## src/rtl/mem_bus_ctrl_if.sv

```systemverilog
// CPU-side request bus and ROM/RAM device bus of the memory bus controller.
// The controller uses the slave modport; the CPU/memory side uses master.
interface mem_bus_ctrl_if;
    logic [15:0] cpu_addr;
    logic [7:0]  cpu_wdata;
    logic        cpu_read;
    logic        cpu_write;
    logic [7:0]  cpu_rdata;
    logic        cpu_ready;
    logic [7:0]  rom_addr;
    logic        rom_en;
    logic [7:0]  rom_rdata;
    logic [15:0] ram_addr;
    logic [7:0]  ram_wdata;
    logic        ram_en;
    logic        ram_we;
    logic [7:0]  ram_rdata;
    logic        bus_err;

    modport slave (
        input  cpu_addr, cpu_wdata, cpu_read, cpu_write, rom_rdata, ram_rdata,
        output cpu_rdata, cpu_ready, rom_addr, rom_en, ram_addr, ram_wdata,
        output ram_en, ram_we, bus_err
    );

    modport master (
        output cpu_addr, cpu_wdata, cpu_read, cpu_write, rom_rdata, ram_rdata,
        input  cpu_rdata, cpu_ready, rom_addr, rom_en, ram_addr, ram_wdata,
        input  ram_en, ram_we, bus_err
    );
endinterface

```

## src/rtl/mem_bus_ctrl.sv

```systemverilog
// Memory bus controller: ROM/RAM decode, per-region wait states, registered read data.
// Optional bus error pulse is built only when MEMCTL_BUSERR_EN is defined.
module mem_bus_ctrl #(
    parameter int ROM_WAIT = 0,
    parameter int RAM_WAIT = 1
) (
    input  logic               clk,
    input  logic               reset,
    mem_bus_ctrl_if.slave      bus
);

    typedef enum logic [1:0] {
        IDLE   = 2'd0,
        ACCESS = 2'd1,
        DONE   = 2'd2
    } state_t;

    localparam logic [3:0] ROM_WAIT_C = 4'(ROM_WAIT);
    localparam logic [3:0] RAM_WAIT_C = 4'(RAM_WAIT);

    state_t      r_state;
    state_t      w_state_nxt;
    logic [3:0]  r_wait_cnt;
    logic [3:0]  w_wait_cnt_nxt;
    logic [15:0] r_addr;
    logic [7:0]  r_wdata;
    logic        r_is_read;
    logic        r_is_rom;
    logic [7:0]  r_rdata;
    logic        r_ready;
    logic        r_rom_en;
    logic        r_ram_en;
    logic        r_ram_we;

    logic        w_accept;
    logic        w_req_rom;
    logic        w_in_access_nxt;
    logic        w_cur_rom;
    logic        w_cur_read;
    logic        w_capture;
    logic        w_rom_en_nxt;
    logic        w_ram_en_nxt;
    logic        w_ram_we_nxt;

    assign w_accept  = (r_state == IDLE) && (bus.cpu_read || bus.cpu_write);
    assign w_req_rom = (bus.cpu_addr[15:8] == 8'h00);
    assign w_capture = (r_state == ACCESS) && (r_wait_cnt == 4'd0) && r_is_read;

    // Next state, wait count and next-cycle strobes; strobes are registered so they
    // follow the state register exactly and drop with it on reset.
    always_comb begin
        w_state_nxt     = r_state;
        w_wait_cnt_nxt  = r_wait_cnt;
        w_in_access_nxt = 1'b0;
        w_cur_rom       = r_is_rom;
        w_cur_read      = r_is_read;
        case (r_state)
            IDLE: begin
                if (w_accept) begin
                    w_state_nxt     = ACCESS;
                    w_wait_cnt_nxt  = w_req_rom ? ROM_WAIT_C : RAM_WAIT_C;
                    w_in_access_nxt = 1'b1;
                    w_cur_rom       = w_req_rom;
                    w_cur_read      = bus.cpu_read;
                end else begin
                    w_state_nxt     = IDLE;
                end
            end
            ACCESS: begin
                if (r_wait_cnt != 4'd0) begin
                    w_state_nxt     = ACCESS;
                    w_wait_cnt_nxt  = r_wait_cnt - 4'd1;
                    w_in_access_nxt = 1'b1;
                end else begin
                    w_state_nxt     = DONE;
                end
            end
            DONE: begin
                w_state_nxt = IDLE;
            end
            default: begin
                w_state_nxt    = IDLE;
                w_wait_cnt_nxt = 4'd0;
            end
        endcase
        // A ROM write gets no strobe at all: the write is silently discarded.
        w_rom_en_nxt = w_in_access_nxt && w_cur_rom && w_cur_read;
        w_ram_en_nxt = w_in_access_nxt && !w_cur_rom;
        w_ram_we_nxt = w_in_access_nxt && !w_cur_rom && !w_cur_read;
    end

    // State register, wait counter and registered strobes/ready.
    always_ff @(posedge clk or posedge reset) begin
        if (reset) begin
            r_state    <= IDLE;
            r_wait_cnt <= 4'd0;
            r_rom_en   <= 1'b0;
            r_ram_en   <= 1'b0;
            r_ram_we   <= 1'b0;
            r_ready    <= 1'b0;
        end else begin
            r_state    <= w_state_nxt;
            r_wait_cnt <= w_wait_cnt_nxt;
            r_rom_en   <= w_rom_en_nxt;
            r_ram_en   <= w_ram_en_nxt;
            r_ram_we   <= w_ram_we_nxt;
            r_ready    <= (w_state_nxt == DONE);
        end
    end

    // Request latches; read wins when both request lines are high.
    always_ff @(posedge clk or posedge reset) begin
        if (reset) begin
            r_addr    <= 16'h0000;
            r_wdata   <= 8'h00;
            r_is_read <= 1'b0;
            r_is_rom  <= 1'b0;
        end else if (w_accept) begin
            r_addr    <= bus.cpu_addr;
            r_wdata   <= bus.cpu_wdata;
            r_is_read <= bus.cpu_read;
            r_is_rom  <= w_req_rom;
        end else begin
            r_addr    <= r_addr;
            r_wdata   <= r_wdata;
            r_is_read <= r_is_read;
            r_is_rom  <= r_is_rom;
        end
    end

    // Read data capture on the last ACCESS cycle; holds otherwise.
    always_ff @(posedge clk or posedge reset) begin
        if (reset) begin
            r_rdata <= 8'h00;
        end else if (w_capture) begin
            r_rdata <= r_is_rom ? bus.rom_rdata : bus.ram_rdata;
        end else begin
            r_rdata <= r_rdata;
        end
    end

`ifdef MEMCTL_BUSERR_EN
    logic r_err_flag;
    logic r_bus_err;

    // Flag ROM writes and read+write collisions at acceptance; pulse with ready.
    always_ff @(posedge clk or posedge reset) begin
        if (reset) begin
            r_err_flag <= 1'b0;
            r_bus_err  <= 1'b0;
        end else begin
            if (w_accept) begin
                r_err_flag <= (bus.cpu_read && bus.cpu_write) ||
                              (!bus.cpu_read && bus.cpu_write && w_req_rom);
            end else begin
                r_err_flag <= r_err_flag;
            end
            r_bus_err <= (w_state_nxt == DONE) && r_err_flag;
        end
    end

    assign bus.bus_err = r_bus_err;
`else
    assign bus.bus_err = 1'b0;
`endif

    assign bus.cpu_rdata = r_rdata;
    assign bus.cpu_ready = r_ready;
    assign bus.rom_addr  = r_addr[7:0];
    assign bus.rom_en    = r_rom_en;
    assign bus.ram_addr  = r_addr;
    assign bus.ram_wdata = r_wdata;
    assign bus.ram_en    = r_ram_en;
    assign bus.ram_we    = r_ram_we;

endmodule

```

## src/flat_wrapper.sv

```systemverilog
// flat-port wrapper written by rule: the top's interface ports become plain ports
module mem_bus_ctrl_flat 
#(
    parameter int ROM_WAIT = 0,
    parameter int RAM_WAIT = 1
)
  (clk, reset, bus_cpu_addr, bus_cpu_wdata, bus_cpu_read, bus_cpu_write, bus_rom_rdata, bus_ram_rdata, bus_cpu_rdata, bus_cpu_ready, bus_rom_addr, bus_rom_en, bus_ram_addr, bus_ram_wdata, bus_ram_en, bus_ram_we, bus_bus_err);
  mem_bus_ctrl_if bus_i ();
  input  logic clk;
  input  logic reset;
  input wire logic [$bits(bus_i.cpu_addr)-1:0] bus_cpu_addr;
  input wire logic [$bits(bus_i.cpu_wdata)-1:0] bus_cpu_wdata;
  input wire logic [$bits(bus_i.cpu_read)-1:0] bus_cpu_read;
  input wire logic [$bits(bus_i.cpu_write)-1:0] bus_cpu_write;
  input wire logic [$bits(bus_i.rom_rdata)-1:0] bus_rom_rdata;
  input wire logic [$bits(bus_i.ram_rdata)-1:0] bus_ram_rdata;
  output wire logic [$bits(bus_i.cpu_rdata)-1:0] bus_cpu_rdata;
  output wire logic [$bits(bus_i.cpu_ready)-1:0] bus_cpu_ready;
  output wire logic [$bits(bus_i.rom_addr)-1:0] bus_rom_addr;
  output wire logic [$bits(bus_i.rom_en)-1:0] bus_rom_en;
  output wire logic [$bits(bus_i.ram_addr)-1:0] bus_ram_addr;
  output wire logic [$bits(bus_i.ram_wdata)-1:0] bus_ram_wdata;
  output wire logic [$bits(bus_i.ram_en)-1:0] bus_ram_en;
  output wire logic [$bits(bus_i.ram_we)-1:0] bus_ram_we;
  output wire logic [$bits(bus_i.bus_err)-1:0] bus_bus_err;
  assign bus_i.cpu_addr = bus_cpu_addr;
  assign bus_i.cpu_wdata = bus_cpu_wdata;
  assign bus_i.cpu_read = bus_cpu_read;
  assign bus_i.cpu_write = bus_cpu_write;
  assign bus_i.rom_rdata = bus_rom_rdata;
  assign bus_i.ram_rdata = bus_ram_rdata;
  assign bus_cpu_rdata = bus_i.cpu_rdata;
  assign bus_cpu_ready = bus_i.cpu_ready;
  assign bus_rom_addr = bus_i.rom_addr;
  assign bus_rom_en = bus_i.rom_en;
  assign bus_ram_addr = bus_i.ram_addr;
  assign bus_ram_wdata = bus_i.ram_wdata;
  assign bus_ram_en = bus_i.ram_en;
  assign bus_ram_we = bus_i.ram_we;
  assign bus_bus_err = bus_i.bus_err;
  mem_bus_ctrl #(.ROM_WAIT(ROM_WAIT), .RAM_WAIT(RAM_WAIT)) u_core (.clk(clk), .reset(reset), .bus(bus_i));
endmodule
```

## config.mk

```make
export PLATFORM = sky130hd
export DESIGN_NAME = mem_bus_ctrl_flat
export DESIGN_NICKNAME = d
export VERILOG_FILES = /design/src/rtl/mem_bus_ctrl_if.sv /design/src/rtl/mem_bus_ctrl.sv /design/src/flat_wrapper.sv
export SDC_FILE = /design/constraint.sdc
export NUM_CORES = 1
export LEC_CHECK = 0
export BUFFER_PORTS_ARGS = -buffer_cell sky130_fd_sc_hd__buf_2
export CAP_MARGIN = 20
export CORE_ASPECT_RATIO = 0.7
export CORE_MARGIN = 4
export CORE_UTILIZATION = 50
export DETAILED_ROUTE_END_ITERATION = 8
export PLACE_DENSITY_LB_ADDON = 0.15
export REMOVE_ABC_BUFFERS = 1
export SLEW_MARGIN = 30
export SYNTH_ARGS = -nofsm -noshare
export SYNTH_HDL_FRONTEND = slang
export SYNTH_SLANG_ARGS = --single-unit
```

## constraint.sdc

```tcl
create_clock -name clk -period 3.5 [get_ports clk]
set_input_delay 0.175 -clock clk [delete_from_list [all_inputs] [get_ports clk]]
set_output_delay 0.175 -clock clk [all_outputs]
set_load 0.005 [all_outputs]
```

=== Word level (Yosys, flattened, before mapping) ===
Index checks and enable logic that the tools add are counted.

* Multiplexer cells: 15
* Reductions and logical operators: 15
* Equal/unequal tests: 5
* Add/sub/neg operators: 1
* Bitwise operators: 1

{| class="wikitable"
|+ Operators by type and width
! operator !! number
|-
| $pmux W4 S3 || 1
|-
| $logic_not A8 Y1 || 1
|-
| $mux W1 || 8
|-
| $mux W4 || 2
|-
| $mux W8 || 1
|-
| $logic_and A1 B1 Y1 || 7
|-
| $eq A2 B2 Y1 const B || 2
|-
| $logic_not A4 Y1 || 1
|-
| $pmux W2 S2 || 1
|-
| $reduce_bool A4 Y1 || 1
|-
| $sub A4 B1 Y4 const B || 1
|-
| $reduce_and A3 Y1 || 1
|-
| $eq A2 B1 Y1 const B || 1
|-
| $logic_not A1 Y1 || 2
|-
| $logic_not A2 Y1 || 1
|-
| $mux W2 || 1
|-
| $ne A2 B1 Y1 const B || 1
|-
| $ne A2 B2 Y1 const B || 1
|-
| $pmux W1 S2 || 1
|-
| $logic_or A1 B1 Y1 || 1
|-
| $not A1 Y1 || 1
|}

* Register bits after elaboration: 44

=== Logic depth before layout (Yosys ltp) ===
Gate-level depths: netlist of run 1.

* Depth after elaboration: 7
* Mapped depth: 6

=== Least setup slack after synthesis of run 1 ===
OpenSTA, ideal clock, no wires.

* Path kind: flip-flop to flip-flop
* Start point: register u_core.r_wait_cnt[0]
* End point: register u_core.r_rdata[0], in the netlist u_core.bus.cpu_rdata[0]
* Slack: 1.829 ns
* Data arrival time: 1.543 ns
* Library setup time: 0.128 ns
* Stages on the path, launching flop included: 7
* Required time: 3.372 ns
* Cell sequence: dfrtp_1 -> inv_1 -> ha_1 -> or3b_4 -> nor2_2 -> nand2_2 -> mux2_1

* Cells in the longest elaborated chain, start to end: 3

{| class="wikitable"
|+ RTL lines
! item !! RTL line !! source
|-
| start, declared || mem_bus_ctrl.sv:23 || <nowiki>logic [3:0] r_wait_cnt;</nowiki>
|-
| start signal, assigned || mem_bus_ctrl.sv:103 || <nowiki>r_wait_cnt <= w_wait_cnt_nxt;</nowiki>
|-
| $logic_not A4 Y1 || mem_bus_ctrl.sv:47 || <nowiki>assign w_capture = (r_state == ACCESS) && (r_wait_cnt == 4'd0) && r_is_read;</nowiki>
|-
| $logic_and A1 B1 Y1 (2 in a row) || mem_bus_ctrl.sv:47 ||
|-
| end signal, assigned || mem_bus_ctrl.sv:136 || <nowiki>r_rdata <= r_is_rom ? bus.rom_rdata : bus.ram_rdata;</nowiki>
|-
| end signal, assigned || mem_bus_ctrl.sv:138 || <nowiki>r_rdata <= r_rdata;</nowiki>
|-
| end, declared || mem_bus_ctrl.sv:29 || <nowiki>logic [7:0] r_rdata;</nowiki>
|}

Every way passes these cells.
A chain may end at the register's enable or synchronous reset.

=== Worst setup path after layout of run 1 ===
* Start point: register u_core.r_wait_cnt[0]
* End point: register u_core.r_rdata[1], in the netlist u_core.bus.cpu_rdata[1]

The elaborated chain is that of the path after synthesis.

==> results of run 1 <==
[metrics by stage]
stage | area, um^2 | util [%] | hold slack [ns] | setup slack, ns
2_1_floorplan | 1840 | - | 0.310 | 1.50
3_3_place_gp | 2350 | 64.8 | 0.323 | 1.77
3_5_place_dp | 2350 | 64.8 | 0.334 | 1.70
4_1_cts | 2470 | 68.3 | 0.0169 | 1.69
5_1_grt | 2470 | 68.3 | 0.0440 | 1.57
6_report | 2470 | 68.3 | -0.0114 | 1.71
[power by group through the flow]
| stage | clock network [mW] | logic [mW] | registers, mW |
|---|---|---|---|
| detailed placement | 0 | 0.876 | 0.913 |
| global route | 0.445 | 0.954 | 0.943 |
| floorplan | 0 | 0.472 | 0.927 |
| CTS | 0.421 | 0.876 | 0.908 |
| global placement | 0 | 0.854 | 0.898 |
| finish | 0.414 | 0.858 | 0.907 |
[sequential cells by signal, summed over array words and instances (netlist names)]
signal and flops:
u_core.bus.ram_wdata 8, u_core.bus.ram_we 1, u_core.r_is_read 1, u_core.bus.ram_en 1, u_core.bus.ram_addr 16, u_core.r_is_rom 1
u_core.bus.cpu_ready 1, u_core.bus.cpu_rdata 8, u_core.r_wait_cnt 4, u_core.r_state 2, u_core.bus.rom_en 1
[cells in the mapped netlist]
cell type  instances  area [um^2]
ha_1               1         12.5
buf_6              2         22.5
o21a_1             1         7.51
o31ai_1            1         7.51
a221oi_1           2         17.5
o32ai_1            1         8.76
mux2_1            26          293
nor2_1             3         11.3
inv_1              7         26.3
o21ba_2            1         10.0
a22o_1             1         8.76
nor2_2             2         12.5
mux2i_4            1         22.5
conb_1             1         3.75
or3b_4             1         11.3
dfrtp_1           44         1100
nor4_1             2         12.5
nand2_2            1         6.26
o22ai_4            1         20.0
a31oi_1            1         6.26
nand2b_1           1         6.26
mux2_2            14          158
nand2b_4           1         13.8
and3b_1            1         8.76
nand2_1            3         11.3
buf_1              1         3.75
or3_1              3         18.8
nor3_1             1         5.00
o21ai_0            2         10.0
buf_4             10         75.1
a21oi_1            1         5.00
[final cells by class]
type	instances	area, um^2	area share (%)
inverter	7	26.3	1.06
clock buffer	7	96.3	3.89
multi-input combinational	74	708	28.6
tap	50	62.6	2.53
clock inverter	1	30.0	1.21
sequential	44	1100	44.5
timing repair buffer	89	450	18.2
[layout by cell type, fill, tap and decap left out, types with 2 or more instances in the layout]
cell      count
a221oi_1      2
buf_2        87
buf_4         2
clkbuf_8      7
dfrtp_1      44
inv_1         6
mux2_1       26
mux2_2       14
nand2_1       3
nor2_1        3
nor2_2        2
nor4_1        2
o21ai_0       2
or3_1         3
[tightest hold or removal path, cell delays in order]
cell and delay, ns:
buf_2 0.10, clkinv_1 0.03, buf_4 0.43
[routing by layer]
layer | vias to the layer above | track usage, % | share of wire, %
li1 | 638 | - | -
met1 | 665 | 20.4 | 42
met2 | 41 | 27.5 | 50
met3 | 4 | 5.42 | 6.9
met4 | 0 | 5.69 | 1.1
met5 | - | 0 | 0
[path summary, 6_finish.rpt]
kind,startpoint,endpoint
min in group clk,bus_cpu_wdata[7],u_core.bus.ram_wdata[7]
max in group asynchronous,reset,u_core.r_is_rom
max,u_core.r_wait_cnt[0],u_core.bus.cpu_rdata[1]
max reg2reg,u_core.r_wait_cnt[0],u_core.bus.cpu_rdata[1]
min reg2reg,u_core.bus.ram_wdata[7],u_core.bus.ram_wdata[7]
min,reset,u_core.bus.ram_addr[13]
[logic make-up after synthesis]
| family | after synthesis | synth area share (%) |
|---|---|---|
| AOI/OAI and AO/OA | 12 | 5.23 |
| buffers and inverters | 20 | 6.59 |
| DFF | 44 | 56.8 |
| muxes | 41 | 24.4 |
| adders and majority gates | 1 | 0.646 |
| other | 1 | 0.194 |
| and+or+nand+nor | 19 | 6.07 |
==> summary.md, run 1 <==
| Metric | Value |
|---|---|
| Max Clock Skew | 0.00252 ns |
| Clk pin slew, worst setup/hold paths | 0.08 ns |
| Global route overflow | 0 |
| Status | complete, but fails checks |
| # placed instances | 264 |
| Seq pwr share | 41.6% |
| Peak Freq | 558 MHz |
| HP Class | primary input to asynchronous set/reset pin |
| Core box area | 0.00363 mm^2 |
| Average size of a mapped cell | 14.0 um^2 |
| Clock power frac | 19.0% |
| Antenna cells | 0 |
| CP Depth | 6 |
| Post-CTS Resized | 0 |
| Via Count | about 1,300 |
| Reg2reg path depth | 6 |
| Cts hold-fix bufs | 0 |
| Gpl congestion | slightly above 0.7 |
| Post-Syn Instances | ~140 |
| Lkg Pwr | 1.21 nW |
| DRT iter0 DRCs | 41 |
| Root buf cell | clkbuf_8 |
| Final min period | 1.79 ns |
| Critical path's largest stage delay | 0.42 ns |
| Slew @ Worst Pin | 0.535 ns |
| CP max stage cell | or3b_4 |
| CTS tree | built |
| Headroom to the max-slew limit | 64.4% |
| Vias in the first global route | between 1,000 and 1,500 |
| CTS HTree Levels | 2 |
| Tot GR Track Use | between 15 and 20% |
| Clock latency on the worst-skew pair | 0.29 ns |
| PD cells | 880 mW/mm^2 |
| Largest net degree at the start of global routing | 45 |
| RSZ-0062 raised after global routing | false |
| Worst Setup Start Kind | register |
| Max-slew violations | 0 |
| YS warnings | 0 |
| CP Capture Type | register |
| DR pass1 iterations | 4 |
| Die H | 60.1 um |
| Io pins | 89 |
| Final Setup Violations | 0 |
| Mapped Area | 0.00194 mm^2 |
| Residual DRC | 0 |
| Register bit total from synthesis | 44 |
| Reg2reg setup slack | 1.71 ns |
| Post-route ant nets | 0 |
| Delay-heaviest family, CP | simple AND/OR/NAND/NOR gates |
| Sw frac | 32.1% |
| Starting Density | 53.4% |
| Final hold violations | 8 |
| DIE WIDTH | ~80 um |
| Max cap viols | 0 |
| Rows | 18 |
| Count of different cell masters after synthesis | 31 |
| Routed WL per cell | 14.0 um |
| First-pass GRT wire length | ~6000 um |
| Comb power frac | between 30% and 40% |
| Failing checks | hold timing |
| Vias per std cell | 4.96 |
| Num CTS Buffers | 5 |
| Layout area overhead | 27.8% |
| Initial antenna violation count | 0 |
| Fin crit share | 51.2% |
| WHS | -0.0114 ns |
| Post-CTS Setup Bufs | 0 |
| Worst-path fanout max | 8 |
| Die area | around 0.0049 mm^2 |
| Critical path type | register to register |
| Post-Route WL | 3820 um |
| Fill cells | 285 |
| Sequential element share of the synthesized area | approximately 57% |
| VDD IR max | 0.000490 V |
| Int Pwr | ~1.5 mW |
| Port Buffers | 87 |
| Post-Route Setup TNS | 0 ns |
| Crit-path cells | inv_1, ha_1, or3b_4, nor2_2, nand2_2, mux2_1 |
| DPL Wire Length | 2920 um |
| Worst Path Required | 3.67 ns |
| Final std cells w/o fill | around 270 |
| Share of cells above drive strength 1 | 53.6% |
| Crit path arrival time | ~2.0 ns |
| Layout Nets | around 270 |
| Total design power | 2.18 mW |
| Total clock sinks | 44 |
| Switching power | 699 uW |
| Bufs and invs on worst path | 1 |
| Clock buffer depth | 2 |
Power figures use the tool's default switching activity.
==> run 2: changes to the inputs <==
--- a/config.mk
+++ b/config.mk
@@ -9,7 +9,7 @@
 export CAP_MARGIN = 20
 export CORE_ASPECT_RATIO = 0.7
 export CORE_MARGIN = 4
-export CORE_UTILIZATION = 50
+export CORE_UTILIZATION = 42
 export DETAILED_ROUTE_END_ITERATION = 8
 export PLACE_DENSITY_LB_ADDON = 0.15
 export REMOVE_ABC_BUFFERS = 1
==> constraint.sdc (replaced) <==
create_clock -name clk -period 1.5 [get_ports clk]
set_input_delay 0.075 -clock clk [delete_from_list [all_inputs] [get_ports clk]]
set_output_delay 0.075 -clock clk [all_outputs]
set_load 0.005 [all_outputs]
==> summary.md, run 2 (synthesis gave the netlist of run 1 again) <==
| Metric | Value |
|---|---|
| RSZ-0062 raised after global routing | true |
| Crit path arrival time | around 1.9 ns |
| Core box area | ~0.0044 mm^2 |
| Seq. cell area | 0.00110 mm^2 |
| Switching power | 2.01 mW |
| Critical R2R Capture | u_core.bus.cpu_rdata[4] |
| DPL Wire Length | ~3200 um |
| Initial antenna violation count | 0 |
| Final Setup Violations | 16 |
| Comb power frac | 50.4% |
| Layout Nets | 301 |
| Max cap viols | 0 |
| Headroom to the max-slew limit | 50.0% |
| Post-route ant nets | 0 |
| Multi-input gate area | 817 um^2 |
| DRT iter0 DRCs | 25 |
| Sw frac | 32.8% |
| Pre-CTS setup slack | -0.284 ns |
| Vias per std cell | 4.84 |
| VDD IR max | 0.00130 V |
| Hold Path Depth | 2 |
| CP Capture Type | register |
| Die H | 64.8 um |
| Die area | 0.00578 mm^2 |
| Worst Setup Start Kind | register |
| Rows | 20 |
| Critical path's largest stage delay | 0.42 ns |
| Commonest non-fill, non-tap cells in the layout | 87 x buf_2, 44 x dfrtp_1, 19 x mux2_1, 19 x buf_4 |
| Worst Path Required | 1.68 ns |
| Int Pwr | between 4 and 5 mW |
| Most common cell after layout, fill and taps aside | buf_2 |
| Critical path type | register to register |
| Failing checks | setup timing |
| Setup crit start | u_core.r_wait_cnt[1] |
| Peak Freq | 574 MHz |
| Seq pwr share | 34.0% |
| Layout area overhead | 50.5% |
| CP max stage cell | or3b_4 |
| Reg2reg path depth | 6 |
| Port Buffers | 87 |
| Total design power | 6.12 mW |
| Final instance area | 0.00292 mm^2 |
| Gpl congestion | between 0.7 and 0.8 |
| Reg2reg setup slack | -0.24 ns |
| Num CTS Buffers | 5 |
| Max-slew violations | 0 |
| Startpoint of the worst hold path | bus_cpu_addr[6] |
| Clk pin slew, worst setup/hold paths | roughly 0.08 ns |
| R2R Path Start | u_core.r_wait_cnt[1] |
| Tot GR Track Use | 16.1% |
| DR pass1 iterations | 4 |
| Clock latency on the worst-skew pair | 0.30 ns |
| Clock buffer depth | 2 |
| Total clock sinks | 44 |
| Worst-path fanout max | 8 |
| First-pass GRT wire length | 6940 um |
| Global route overflow | 0 |
| Routed WL per cell | around 15 um |
| Hold Crit Endpoint | u_core.bus.ram_addr[6] |
| Share of cells above drive strength 1 | 61.9% |
| Via Count | between 1,500 and 2,000 |
| Final hold violations | 0 |
| Placed cell area | 0.00245 mm^2 |
| Io pins | 89 |
| HP Class | primary input to register |
| Antenna cells | 0 |
| Crit-path cells | inv_2, ha_4, or3b_4, nor2_4, nand2_4, mux2_1 |
| Post-Route Setup TNS | -3.35 ns |
| Final min period | 1.74 ns |
| CTS tree | built |
| Final core area utilization | 66.2% |
| DIE WIDTH | between 80 and 90 um |
| Residual DRC | 0 |
| Largest register FFs | 16 |
| Clock power frac | 15.6% |
| Root buf cell | clkbuf_8 |
| Lkg Pwr | 1.43 nW |
| PnR worst setup slack | -0.242 ns |
| Status | complete, but fails checks |
| Largest net degree at the start of global routing | 29 |
| Max Clock Skew | between 0.01 and 0.015 ns |
| CTS HTree Levels | 2 |
| Fin crit share | 116% |
| Vias in the first global route | 1,539 |
| Starting Density | 44.0% |
| PD cells | roughly 2100 mW/mm^2 |
| Post-Route WL | around 4800 um |
| Fill cells | 325 |
| Slew @ Worst Pin | 0.745 ns |
==> run 2: stage by stage <==
stage / std cells / hold slack (ns)
3_3_place_gp: 278 / 0.126
6_report: 312 / 0.00877
4_1_cts: 308 / 0.000231
3_5_place_dp: 278 / 0.145
5_1_grt: 312 / 0.00177
2_1_floorplan: 125 / 0.210
==> run 2: how the worst max path moves through the flow <==
| stage | cells after the start | to | slack [ns] |
|---|---|---|---|
| floorplan | 4 | u_core.bus.rom_en | -0.50 |
| global placement | 6 | u_core.bus.cpu_rdata[0] | -0.21 |
| detailed placement | 6 | u_core.bus.cpu_rdata[0] | -0.28 |
| CTS | 7 | u_core.r_wait_cnt[0] | -0.20 |
| global route | 6 | u_core.bus.cpu_rdata[4] | -0.28 |
| finish | 6 | u_core.bus.cpu_rdata[4] | -0.24 |
==> run 2: power groups by stage <==
| stage | Clock (mW) | Combinational (mW) | Sequential [mW] |
|---|---|---|---|
| after floorplan | 0 | 1.10 | 2.16 |
| after global placement | 0 | 2.27 | 2.05 |
| after detailed placement | 0 | 2.34 | 2.08 |
| after CTS | 0.988 | 2.72 | 2.07 |
| after global routing | 1.04 | 3.33 | 2.15 |
| final | 0.956 | 3.08 | 2.08 |
==> run 2: worst max-delay path, delay by kind of cell (launching register included) <==
kind | cells | cell delay [ns]
AND/OR/NAND/NOR | 3 | 0.69
flip-flops | 1 | 0.39
multiplexers | 1 | 0.33
adder cells (fa/ha/maj) | 1 | 0.13
buffers and inverters | 1 | 0.08
==> run 2: metal layers <==
metal / share of wire [%] / track usage, % / up-vias
li1: - / - / 708
met1: 41 / 17.6 / 735
met2: 50 / 28.4 / 56
met3: 6.9 / 4.19 / 11
met4: 2.0 / 7.99 / 0
met5: 0 / 0 / -
==> run 2: layout make-up <==
| type | count | share of cell area, % |
|---|---|---|
| Inverter | 7 | 0.901 |
| Timing Repair Buffer | 124 | 26.8 |
| Sequential cell | 44 | 37.8 |
| Multi-Input combinational cell | 74 | 28.0 |
| Tap cell | 55 | 2.36 |
| Clock buffer | 6 | 2.83 |
| Clock inverter | 2 | 1.33 |
==> run 2: what timing repair did <==
action                     CTS  global route
pin swaps                    3             4
buffers inserted             9             4
setup endpoints to repair   16            16
hold endpoints to repair    32             0
hold buffers                14             0
resized for setup           16            11
==> run 3: changes to the inputs <==
--- a/config.mk
+++ b/config.mk
@@ -9,7 +9,7 @@
 export CAP_MARGIN = 20
 export CORE_ASPECT_RATIO = 0.7
 export CORE_MARGIN = 4
-export CORE_UTILIZATION = 42
+export CORE_UTILIZATION = 46
 export DETAILED_ROUTE_END_ITERATION = 8
 export PLACE_DENSITY_LB_ADDON = 0.15
 export REMOVE_ABC_BUFFERS = 1
==> constraint.sdc (replaced) <==
create_clock -name clk -period 2 [get_ports clk]
set_input_delay 0.1 -clock clk [delete_from_list [all_inputs] [get_ports clk]]
set_output_delay 0.1 -clock clk [all_outputs]
set_load 0.005 [all_outputs]
==> summary.md, run 3 (synthesis gave the netlist of run 1 again) <==
| Metric | Value |
|---|---|
| Final min period | 1.81 ns |
| Max cap viols | 0 |
| Gpl congestion | between 0.7 and 0.8 |
| Starting Density | 48.5% |
| Vias in the first global route | 1,505 |
| Multi-input gate area | 708 um^2 |
| Bufs and invs on worst path | 1 |
| Commonest non-fill, non-tap cells in the layout | 87 x buf_2, 44 x dfrtp_1, 26 x mux2_1, 14 x mux2_2 |
| Post-Route Setup TNS | 0 ns |
| Largest register FFs | 16 |
| Slew @ Worst Pin | between 0.5 and 0.6 ns |
| CP Capture Type | register |
| Routed WL per cell | between 10 and 15 um |
| Worst Path Required | 2.18 ns |
| CP max stage cell | or3b_4 |
| HP Class | primary input to register |
| Port Buffers | between 80 and 90 |
| Max-slew violations | 0 |
| Total clock sinks | 44 |
| Critical path's largest stage delay | 0.42 ns |
| Initial antenna violation count | 0 |
| VDD IR max | 0.000697 V |
| # placed instances | 268 |
| DIE WIDTH | between 80 and 90 um |
| Worst-path fanout max | 8 |
| Die area | 0.00533 mm^2 |
| Post-CTS Setup Bufs | 0 |
| Share of cells above drive strength 1 | a little over half |
| Final Setup Violations | 0 |
| DRT iter0 DRCs | 59 |
| Critical path type | register to register |
| Clk pin slew, worst setup/hold paths | roughly 0.090 ns |
| Antenna cells | 0 |
| Worst Setup Start Kind | register |
| First-pass GRT wire length | 6830 um |
| Layout area overhead | 29.5% |
| Status | finished clean |
| Total design power | 3.85 mW |
| Lkg Pwr | 1.22 nW |
| Most common cell after layout, fill and taps aside | buf_2 |
| RSZ-0062 raised after global routing | false |
| Io pins | between 80 and 90 |
| DR pass1 iterations | 4 |
| Global route overflow | 0 |
| PD cells | 1530 mW/mm^2 |
| Root buf cell | clkbuf_8 |
| Vias per std cell | 4.92 |
| Residual DRC | 0 |
| Post-route ant nets | 0 |
| Max Clock Skew | between 0.01 and 0.015 ns |
| Num CTS Buffers | 5 |
| Tot GR Track Use | 16.5% |
| Headroom to the max-slew limit | about three fifths |
| Largest net degree at the start of global routing | 30 |
| DPL Wire Length | 3220 um |
| Final std cells w/o fill | 278 |
| Crit-path cells | inv_1, ha_1, or3b_4, nor2_2, nand2_2, mux2_1 |
| Via Count | 1,368 |
| Clock buffer depth | 2 |
| Rows | 19 |
| Clock latency on the worst-skew pair | about 0.30 ns |
| CTS HTree Levels | 2 |
| Final hold violations | 0 |
| Layout Nets | 270 |
| Crit path arrival time | roughly 2.0 ns |
| Post-Route WL | a little over 4000 um |
| Core box area | roughly 0.0040 mm^2 |
| CTS tree | built |
| Delay-heaviest family, CP | simple AND/OR/NAND/NOR gates |
| Peak Freq | 554 MHz |
| Fin crit share | roughly nine tenths |
| Fill cells | around 300 |
| Die H | 62.3 um |
| Seq. cell area | between 0.001 and 0.0015 mm^2 |
[run 3: cell count changes in the layout (fill, tap and decap cells not counted), sizes merged]
cell         change
buf             -19
clkinv           -1
dlygate4sd3     -12
inv              +1
[run 3: worst reg2reg max path: stages, from the launching register on]
cell	delay [ns]
dfrtp_1	0.39
inv_1	0.09
ha_1	0.17
or3b_4	0.42
nor2_2	0.13
nand2_2	0.15
mux2_1	0.34
[run 3: worst paths after layout]
check / start / endpoint / slack (ns) / cells after the start
min in group asynchronous: reset / u_core.bus.ram_addr[12] / 0.40 / 3
max in group asynchronous: reset / u_core.r_wait_cnt[3] / 0.95 / 4
setup / recovery: u_core.r_wait_cnt[0] / u_core.bus.cpu_rdata[1] / 0.19 / 6
setup reg to reg: u_core.r_wait_cnt[0] / u_core.bus.cpu_rdata[1] / 0.19 / 6
hold reg to reg: u_core.bus.ram_wdata[3] / u_core.bus.ram_wdata[3] / 0.49 / 1
hold / removal: bus_cpu_wdata[0] / u_core.bus.ram_wdata[0] / 0.01 / 2
[run 3: cell type report]
type | instances | share of cell area [%]
Inverter | 7 | 1.05
Clock inverter | 2 | 1.55
Sequential cell | 44 | 43.9
Tap cell | 52 | 2.59
Multi-Input combinational cell | 74 | 28.2
Clock buffer | 6 | 3.29
Timing Repair Buffer | 93 | 19.4
[run 3: stage by stage]
step	util [%]	worst slack (ns)	hold WS [ns]	area (um^2)
global route	62.8	0.0842	0.000286	2510
CTS	62.5	0.190	0.000132	2500
finish	62.8	0.193	0.0137	2510
detailed placement	59.2	0.202	0.254	2370
global placement	59.2	0.269	0.226	2370
floorplan	-	0.00215	0.235	1840
[run 3: what timing repair did]
action | in CTS | in global routing
gates resized for setup | 0 | 0
hold buffers | 1 | 1
hold endpoints to repair | 28 | 1
[run 3: metal layers]
| metal | vias up | share of wire [%] | track usage [%] |
|---|---|---|---|
| li1 | 648 | - | - |
| met1 | 678 | 41 | 19.0 |
| met2 | 35 | 52 | 27.7 |
| met3 | 7 | 5.7 | 5.68 |
| met4 | 0 | 1.7 | 7.11 |
| met5 | - | 0 | 0 |
[run 3: power by group]
part	internal [mW]	switching, mW
clock	0.408	0.303
sequential	1.32	0.233
combinational	0.858	0.723
